$ cat src/rtl/add_seq_pkg.sv
// Shared widths, FSM encodings and the output beat layout for the byte-serial adder.
package add_seq_pkg;

   localparam int BYTE_W = 8;

   localparam logic [0:0] ST_IDLE = 1'b0;
   localparam logic [0:0] ST_RUN  = 1'b1;

   typedef struct packed {
      logic [BYTE_W-1:0] sum;
      logic              last;
      logic              cout;
   } out_beat_t;

endpackage

$ cat src/rtl/simple_8bit_adder.sv
// Combinational byte adder: sum = (a + b + cin) mod 256, cout = bit 8 of the full sum.
module simple_8bit_adder
   import add_seq_pkg::*;
(
   input  logic [BYTE_W-1:0] a,
   input  logic [BYTE_W-1:0] b,
   input  logic              cin,
   output logic [BYTE_W-1:0] sum,
   output logic              cout
);

   logic [BYTE_W:0] full;

   assign full = {1'b0, a} + {1'b0, b} + {{BYTE_W{1'b0}}, cin};
   assign sum  = full[BYTE_W-1:0];
   assign cout = full[BYTE_W];

endmodule

$ cat src/rtl/multibyte_add_seq.sv
// Byte-serial multi-precision adder, LSB first; one registered output beat, 1-cycle latency.
// Single output register without skid: in_ready = !out_valid || out_ready, and clr forces it low.
module multibyte_add_seq
   import add_seq_pkg::*;
#(
   parameter int NUM_BYTES = 4
) (
   input  logic              clk,
   input  logic              rst_n,
   input  logic              clr,
   input  logic              in_valid,
   output logic              in_ready,
   input  logic [BYTE_W-1:0] in_a,
   input  logic [BYTE_W-1:0] in_b,
   input  logic              in_cin,
   output logic              out_valid,
   input  logic              out_ready,
   output logic [BYTE_W-1:0] out_sum,
   output logic              out_last,
   output logic              out_cout,
   output logic              busy
);

   localparam int                CNT_W    = $clog2(NUM_BYTES);
   localparam logic [CNT_W-1:0]  LAST_IDX = CNT_W'(NUM_BYTES - 1);

   logic [0:0]        state;
   logic [CNT_W-1:0]  byte_cnt;
   logic              carry_q;
   out_beat_t         out_q;

   logic              accept;
   logic              last_beat;
   logic              add_cin;
   logic [BYTE_W-1:0] add_sum;
   logic              add_cout;

   assign in_ready  = !clr && (!out_valid || out_ready);
   assign accept    = in_valid && in_ready;
   assign last_beat = (byte_cnt == LAST_IDX);
   // Beat 0 always takes the external carry so nothing leaks across operations.
   assign add_cin   = (state == ST_IDLE) ? in_cin : carry_q;
   assign busy      = (state == ST_RUN) && !clr;

   assign out_sum  = out_q.sum;
   assign out_last = out_q.last;
   assign out_cout = out_q.cout;

   simple_8bit_adder u_adder (
      .a    (in_a),
      .b    (in_b),
      .cin  (add_cin),
      .sum  (add_sum),
      .cout (add_cout)
   );

   always_ff @(posedge clk or negedge rst_n) begin
      if (!rst_n) begin
         state    <= ST_IDLE;
         byte_cnt <= '0;
         carry_q  <= 1'b0;
      end else if (clr) begin
         state    <= ST_IDLE;
         byte_cnt <= '0;
         carry_q  <= 1'b0;
      end else if (accept) begin
         if (last_beat) begin
            state    <= ST_IDLE;
            byte_cnt <= '0;
            carry_q  <= 1'b0;
         end else begin
            state    <= ST_RUN;
            byte_cnt <= byte_cnt + CNT_W'(1);
            carry_q  <= add_cout;
         end
      end
   end

   // Output register: load on accept, otherwise retire on drain and hold under backpressure.
   always_ff @(posedge clk or negedge rst_n) begin
      if (!rst_n) begin
         out_valid <= 1'b0;
         out_q     <= '0;
      end else if (clr) begin
         out_valid <= 1'b0;
      end else if (accept) begin
         out_valid  <= 1'b1;
         out_q.sum  <= add_sum;
         out_q.last <= last_beat;
         out_q.cout <= last_beat ? add_cout : 1'b0;
      end else if (out_ready) begin
         out_valid <= 1'b0;
      end
   end

endmodule

$ cat config.mk
export PLATFORM = sky130hd
export DESIGN_NAME = multibyte_add_seq
export DESIGN_NICKNAME = d
export VERILOG_FILES = /design/src/rtl/add_seq_pkg.sv /design/src/rtl/simple_8bit_adder.sv /design/src/rtl/multibyte_add_seq.sv
export SDC_FILE = /design/constraint.sdc
export NUM_CORES = 1
export LEC_CHECK = 0
export CELL_PAD_IN_SITES_DETAIL_PLACEMENT = 1
export CELL_PAD_IN_SITES_GLOBAL_PLACEMENT = 1
export CORE_MARGIN = 4
export CORE_UTILIZATION = 36
export CTS_BUF_LIST = sky130_fd_sc_hd__clkbuf_2
export DETAILED_ROUTE_END_ITERATION = 10
export PLACE_DENSITY = 0.91
export SETUP_SLACK_MARGIN = 0.2
export SYNTH_ARGS = -nofsm -noshare
export SYNTH_HDL_FRONTEND = slang
export SYNTH_SLANG_ARGS = --single-unit
$ cat constraint.sdc
create_clock -name clk -period 3.95 [get_ports clk]
set_clock_uncertainty 0.15 [all_clocks]
set_input_delay 0.395 -clock clk [delete_from_list [all_inputs] [get_ports clk]]
set_output_delay 0.395 -clock clk [all_outputs]
set_load 0.005 [all_outputs]
[Yosys cells after proc, flatten, opt, wreduce, memory -nomap -nowiden]
Index checks and enable logic that the tools add are counted.
Cells by class
  $add $sub $neg: 3
  equal/unequal tests: 1
  muxes and demuxes: 14
  bitwise gates (word level): 1
  reduce and logical (&&, ||, !) cells: 9
Operators by type and width (count)
  1-bit 2-to-1 mux: 11
  8-bit by 8-bit adder with 9-bit output: 1
  9-bit by 1-bit adder with 9-bit output: 1
  2-bit 2-to-1 mux: 3
  1-bit logical AND: 3
  3-bit nonzero test: 1
  2-bit by 1-bit adder with 2-bit output (second input constant): 1
  2-bit equality test (second input constant): 1
  1-bit zero test: 2
  2-bit AND reduction: 1
  2-bit nonzero test: 1
  1-bit logical OR: 1
  1-bit inverter: 1
Storage, ports and cells
  register bits after elaboration: 15
  bits of input ports: 22
  output and inout port bits: 13
  word-level logic and storage cells: 35

[Longest topological paths before layout]
  word-level depth: 6
  gate-level depth with buffers: 9

[By module]
From an unflattened synthesis, not the netlist that was laid out.
Second synthesis, totals
  cells, all modules: 89
  area, all modules: 1022.2 um2
By module, submodules not included
  multibyte_add_seq: times used 1, cells each 47, area each 690.7 um2
  simple_8bit_adder: times used 1, cells each 42, area each 331.6 um2

[Least setup slack after synthesis]
No wires, ideal clock.
  path kind: register to register
  from: register state
  to: register carry_q
  setup time: 119 ps
  arrival: 1932 ps
  slack: 1748 ps
  stages on the path, launching flop included: 10
  buffers on the path: 0
  cell sequence: dfrtp_1 > mux2i_1 > fa_1 > inv_1 > fa_1 > a211oi_1 > o21bai_1 > a21oi_2 > o22a_2 > o21ai_2
Between the ends
  cells in the longest elaborated chain, start to end: 5
Ends and longest elaborated chain
  start: declaration: RTL line multibyte_add_seq.sv:27  | logic [0:0] state;
  start signal: assignment: RTL line multibyte_add_seq.sv:59  | state <= ST_IDLE;
  start signal: assignment: RTL line multibyte_add_seq.sv:63  | state <= ST_IDLE;
  start signal: assignment: RTL line multibyte_add_seq.sv:68  | state <= ST_IDLE;
  1-bit 2-to-1 mux: RTL line multibyte_add_seq.sv:42  | assign add_cin = (state == ST_IDLE) ? in_cin : carry_q;
  9-bit by 1-bit adder with 9-bit output: RTL line simple_8bit_adder.sv:14  | assign full = {1'b0, a} + {1'b0, b} + {{BYTE_W{1'b0}}, cin};
  1-bit 2-to-1 mux: RTL line multibyte_add_seq.sv:67  | if (last_beat) begin
  1-bit 2-to-1 mux: RTL line multibyte_add_seq.sv:66  | end else if (accept) begin
  1-bit 2-to-1 mux: RTL line multibyte_add_seq.sv:62  | end else if (clr) begin
  end signal: assignment: RTL line multibyte_add_seq.sv:74  | carry_q <= add_cout;
  end: declaration: RTL line multibyte_add_seq.sv:29  | logic carry_q;
Every way passes these cells. The select of a mux whose other input is x is not followed.
A chain may end at the register's enable or synchronous reset.

[Final worst setup path]
  from: input port in_cin
  to: register carry_q
Between the ends
  cells in the longest elaborated chain, start to end: 5
Ends and longest elaborated chain
  start: declaration: RTL line multibyte_add_seq.sv:15  | input logic in_cin,
  1-bit 2-to-1 mux: RTL line multibyte_add_seq.sv:42
  9-bit by 1-bit adder with 9-bit output: RTL line simple_8bit_adder.sv:14
  1-bit 2-to-1 mux: RTL line multibyte_add_seq.sv:67
  1-bit 2-to-1 mux: RTL line multibyte_add_seq.sv:66
  1-bit 2-to-1 mux: RTL line multibyte_add_seq.sv:62
Every way passes these cells. The select of a mux whose other input is x is not followed.

==> results by group <==
Logic synthesis
  • Mapped Nets: 127
  • Synth Cell Area: 944.7 um^2
  • Synth cell types: 31
  • Avg Inst Size Synth: approximately 9.9 um^2
  • Number of synthesis warnings: 0
  • Number of flops mapped to enable cells by yosys: 0
  • Ys async rst share: 100.0%
  • Yosys reg bits: 15
  • Post-synth top flop: dfrtp_1
  • Gate Count Post-Synth: 95
  • Seq/Total Area, Yosys: around two fifths

GRT
  • GR peak layer: met2
  • GR Layer Usage met3: 2.179%
  • Total GRT Usage: 15.18%
  • Largest net degree at the start of global routing: 18
  • First-pass GRT wire length: 4119 um
  • Initial antenna violation count: 0
  • Vias in the first global route: roughly 940
  • Grt met1 use: between 10% and 20%
  • Global route total overflow: 0
  • Met2 usage: around 30%

STA
  • Final setup viols: 0
  • Tightest Pin Transition: 0.6893 ns
  • Final slew viol count: 0
  • Fmax: 405.6 MHz
  • Setup tns final: 0 ns
  • RSZ-0062 raised after global routing: false
  • Hold_ws: 0.3577 ns
  • Slew headroom: between 50% and 60%
  • Tmin final: 2.465 ns
  • Final period util: a little over three fifths
  • Hold Violations, Final: 0

Run status
  • Status: complete, no violations

Power
  • Pwr dens: 316.6 nW/um^2
  • Peak supply drop: around 160 uV
  • Leakage power: 0.5763 nW

Worst setup path
  • Worst path top cell family by delay: compound AO/OA/AOI/OAI gates
  • Critical-path cell list: clkdlybuf4s50_1 -> mux2i_1 -> fa_1 -> inv_1 -> fa_1 -> a211oi_1 -> o21bai_1 -> a21oi_2 -> o22a_2 -> o21ai_2
  • CP Class: input pin to flop
  • Critical Path AT: approximately 2.5 ns
  • CP Capture Type: flop
  • Crit path buffers/inverters: 2
  • Cell repeated most along the worst path: fa_1
  • CP peak stage delay: roughly 0.42 ns
  • CP startpoint kind: input pin
  • Worst EP required: 3.98 ns
  • Worst Path Max Fanout: 3
  • CP max-delay cell: fa_1

Floorplanning
  • Die height: about 60 um
  • Core area: between 2000 and 2500 um^2
  • Num rows: 18
  • Chip width: 59.23 um
  • Num ports: 35
  • Die Area: between 3000 and 4000 um^2
  • Initial core utilization: between 30% and 40%

Route
  • Routed WL per cell: ~15 um
  • Detail Route Antenna Nets: 0
  • DRC violation total after the first TritonRoute iteration: 17
  • TritonRoute pass-1 iters: 3
  • Remaining DRCs: 0
  • Via-to-Cell Ratio: around 5.3
  • Final WL: about 2400 um
  • Via count: 853

Clock tree
  • CTS tree: done
  • Clock Sinks: 15
  • Clock Tree Root: clkbuf_2
  • Total CTS buffers: 3
  • Post-CTS Hold Buffers: 0
  • Post-CTS setup repair buffer count: 0
  • Clock buffer depth: 2
  • Clock transition at path regs: about 0.14 ns
  • Post-CTS sizing: 0
  • Skew-Pair Late Insertion Delay: about 0.27 ns
  • CTS H-tree lvls: 1

Flow run
  • Number of max-cap violations: 0

Place
  • PortBufs: 34
  • Routability Congestion: between 0.7 and 0.8
  • Post-DP HPWL: ~2000 um

Final layout
  • N_diodes: 0
  • Area growth syn-to-layout: 41.59%
  • Final-stage net count: roughly 170
  • Filler Cell Count: 302
  • Share of layout cells above drive strength 1: roughly a tenth

Min path
  • Min-delay worst type: flop to flop
==> power breakdown <==
part / switching (mW) / total (mW) / internal, mW
clock: 0.0470 / 0.0739 / 0.0269
sequential: 0.0134 / 0.191 / 0.177
combinational: 0.0679 / 0.159 / 0.0912
total: 0.128 / 0.423 / 0.295
==> synth_stat cells, drive strengths merged, types with 2 or more instances <==
| master | instances | area (um^2) |
|---|---|---|
| o21ai | 12 | 67.56 |
| o21a | 2 | 15.01 |
| a211oi | 3 | 22.52 |
| inv | 4 | 15.01 |
| nand2 | 16 | 62.56 |
| xor2 | 2 | 17.52 |
| nor2b | 2 | 20.02 |
| fa | 2 | 40.04 |
| dfrtp | 15 | 375.4 |
| nand2b | 3 | 18.77 |
| nor2 | 6 | 22.52 |
| a21oi | 5 | 32.53 |
| o31ai | 3 | 22.52 |
| ha | 8 | 100.1 |
==> logic make-up (layout without fill, tap and decap cells) <==
family / after synthesis / in the layout / share of synthesized area, %
XOR/XNOR: 3 / 3 / 2.782
adder cells (fa/ha/maj): 10 / 10 / 14.84
multiplexers: 2 / 2 / 2.252
AND/OR/NAND/NOR: 30 / 30 / 16.69
buffers and inverters: 5 / 42 / 2.118
flip-flops: 15 / 15 / 39.74
AO/OA/AOI/OAI: 30 / 30 / 21.59
==> final cells by class <==
type / count / area (um^2) / area share, %
multi-input cells: 75 / 549.3 / 41.07
flip-flops and latches: 15 / 375.4 / 28.06
repair buffers: 34 / 340.3 / 25.44
well taps: 30 / 37.54 / 2.806
clock buffers: 4 / 20.02 / 1.497
inverters: 4 / 15.01 / 1.123
==> layer usage <==
metal | up-vias | part of all wire, %
met5 | - | 0
met4 | 0 | 0.42
met3 | 2 | 7.0
met2 | 28 | 52
met1 | 412 | 40
li1 | 411 | -
==> state kept, by name, summed over array words and instances (netlist names) <==
signal,flops
state,1
out_last,1
byte_cnt,2
out_cout,1
out_sum,8
out_valid,1
carry_q,1
==> cells in the final DEF, fill, tap and decap left out <==
| cell | Yosys | final |
|---|---|---|
| o211ai_1 | 1 | 1 |
| o31ai_1 | 3 | 3 |
| nor3_1 | 1 | 1 |
| o22a_2 | 1 | 1 |
| xor2_1 | 2 | 2 |
| clkbuf_2 | 0 | 4 |
| fa_1 | 2 | 2 |
| o21ai_0 | 3 | 3 |
| o21a_1 | 2 | 2 |
| inv_1 | 4 | 4 |
| mux2_2 | 1 | 1 |
| a21oi_1 | 3 | 3 |
| dfrtp_1 | 15 | 15 |
| o21ai_1 | 7 | 7 |
| nor2b_1 | 1 | 1 |
| a21o_1 | 1 | 1 |
| ha_1 | 8 | 8 |
| nand2b_1 | 3 | 3 |
| mux2i_1 | 1 | 1 |
| nor2b_4 | 1 | 1 |
| xnor2_1 | 1 | 1 |
| o21ai_2 | 2 | 2 |
| a21oi_2 | 2 | 2 |
| a2111o_1 | 1 | 1 |
| clkdlybuf4s50_1 | 0 | 34 |
| nand2_2 | 1 | 1 |
| nand2_1 | 15 | 15 |
| nor3b_4 | 1 | 1 |
| nand3_2 | 1 | 1 |
| nor2_1 | 6 | 6 |
| o21bai_1 | 1 | 1 |
| a211oi_1 | 3 | 3 |
==> path summary, 6_finish.rpt <==
check / startpoint / to / slack (ns) / cells after the start
min: out_sum[0]$_DFFE_PN0P_ / out_sum[0]$_DFFE_PN0P_ / 0.36 / 2
max: in_cin / carry_q$_DFFE_PN0P_ / 1.48 / 10
min reg2reg: out_sum[0]$_DFFE_PN0P_ / out_sum[0]$_DFFE_PN0P_ / 0.36 / 2
min in group asynchronous: rst_n / out_sum[5]$_DFFE_PN0P_ / 0.37 / 1
max reg2reg: state$_DFFE_PN0P_ / carry_q$_DFFE_PN0P_ / 1.54 / 9
max in group asynchronous: rst_n / out_sum[4]$_DFFE_PN0P_ / 2.85 / 1
==> worst reg2reg max path: stages (launching register included) <==
cell      delay (ns)
dfrtp_1         0.41
mux2i_1         0.23
fa_1            0.23
inv_1           0.06
fa_1            0.42
a211oi_1        0.27
o21bai_1        0.13
a21oi_2         0.17
o22a_2          0.20
o21ai_2         0.05
==> metrics by stage <==
stage,total power [mW],worst slack [ns],instance area (um^2),cells,utilization (%)
2_1_floorplan,0.2659,1.748,944.7,95,-
3_3_place_gp,0.3466,1.235,1318,158,52.70
3_5_place_dp,0.3551,1.153,1318,158,52.70
4_1_cts,0.4291,1.459,1338,162,53.50
5_1_grt,0.4571,1.273,1338,162,53.50
6_report,0.4235,1.485,1338,162,53.50
No activity file was read; power rests on OpenSTA's default activity.
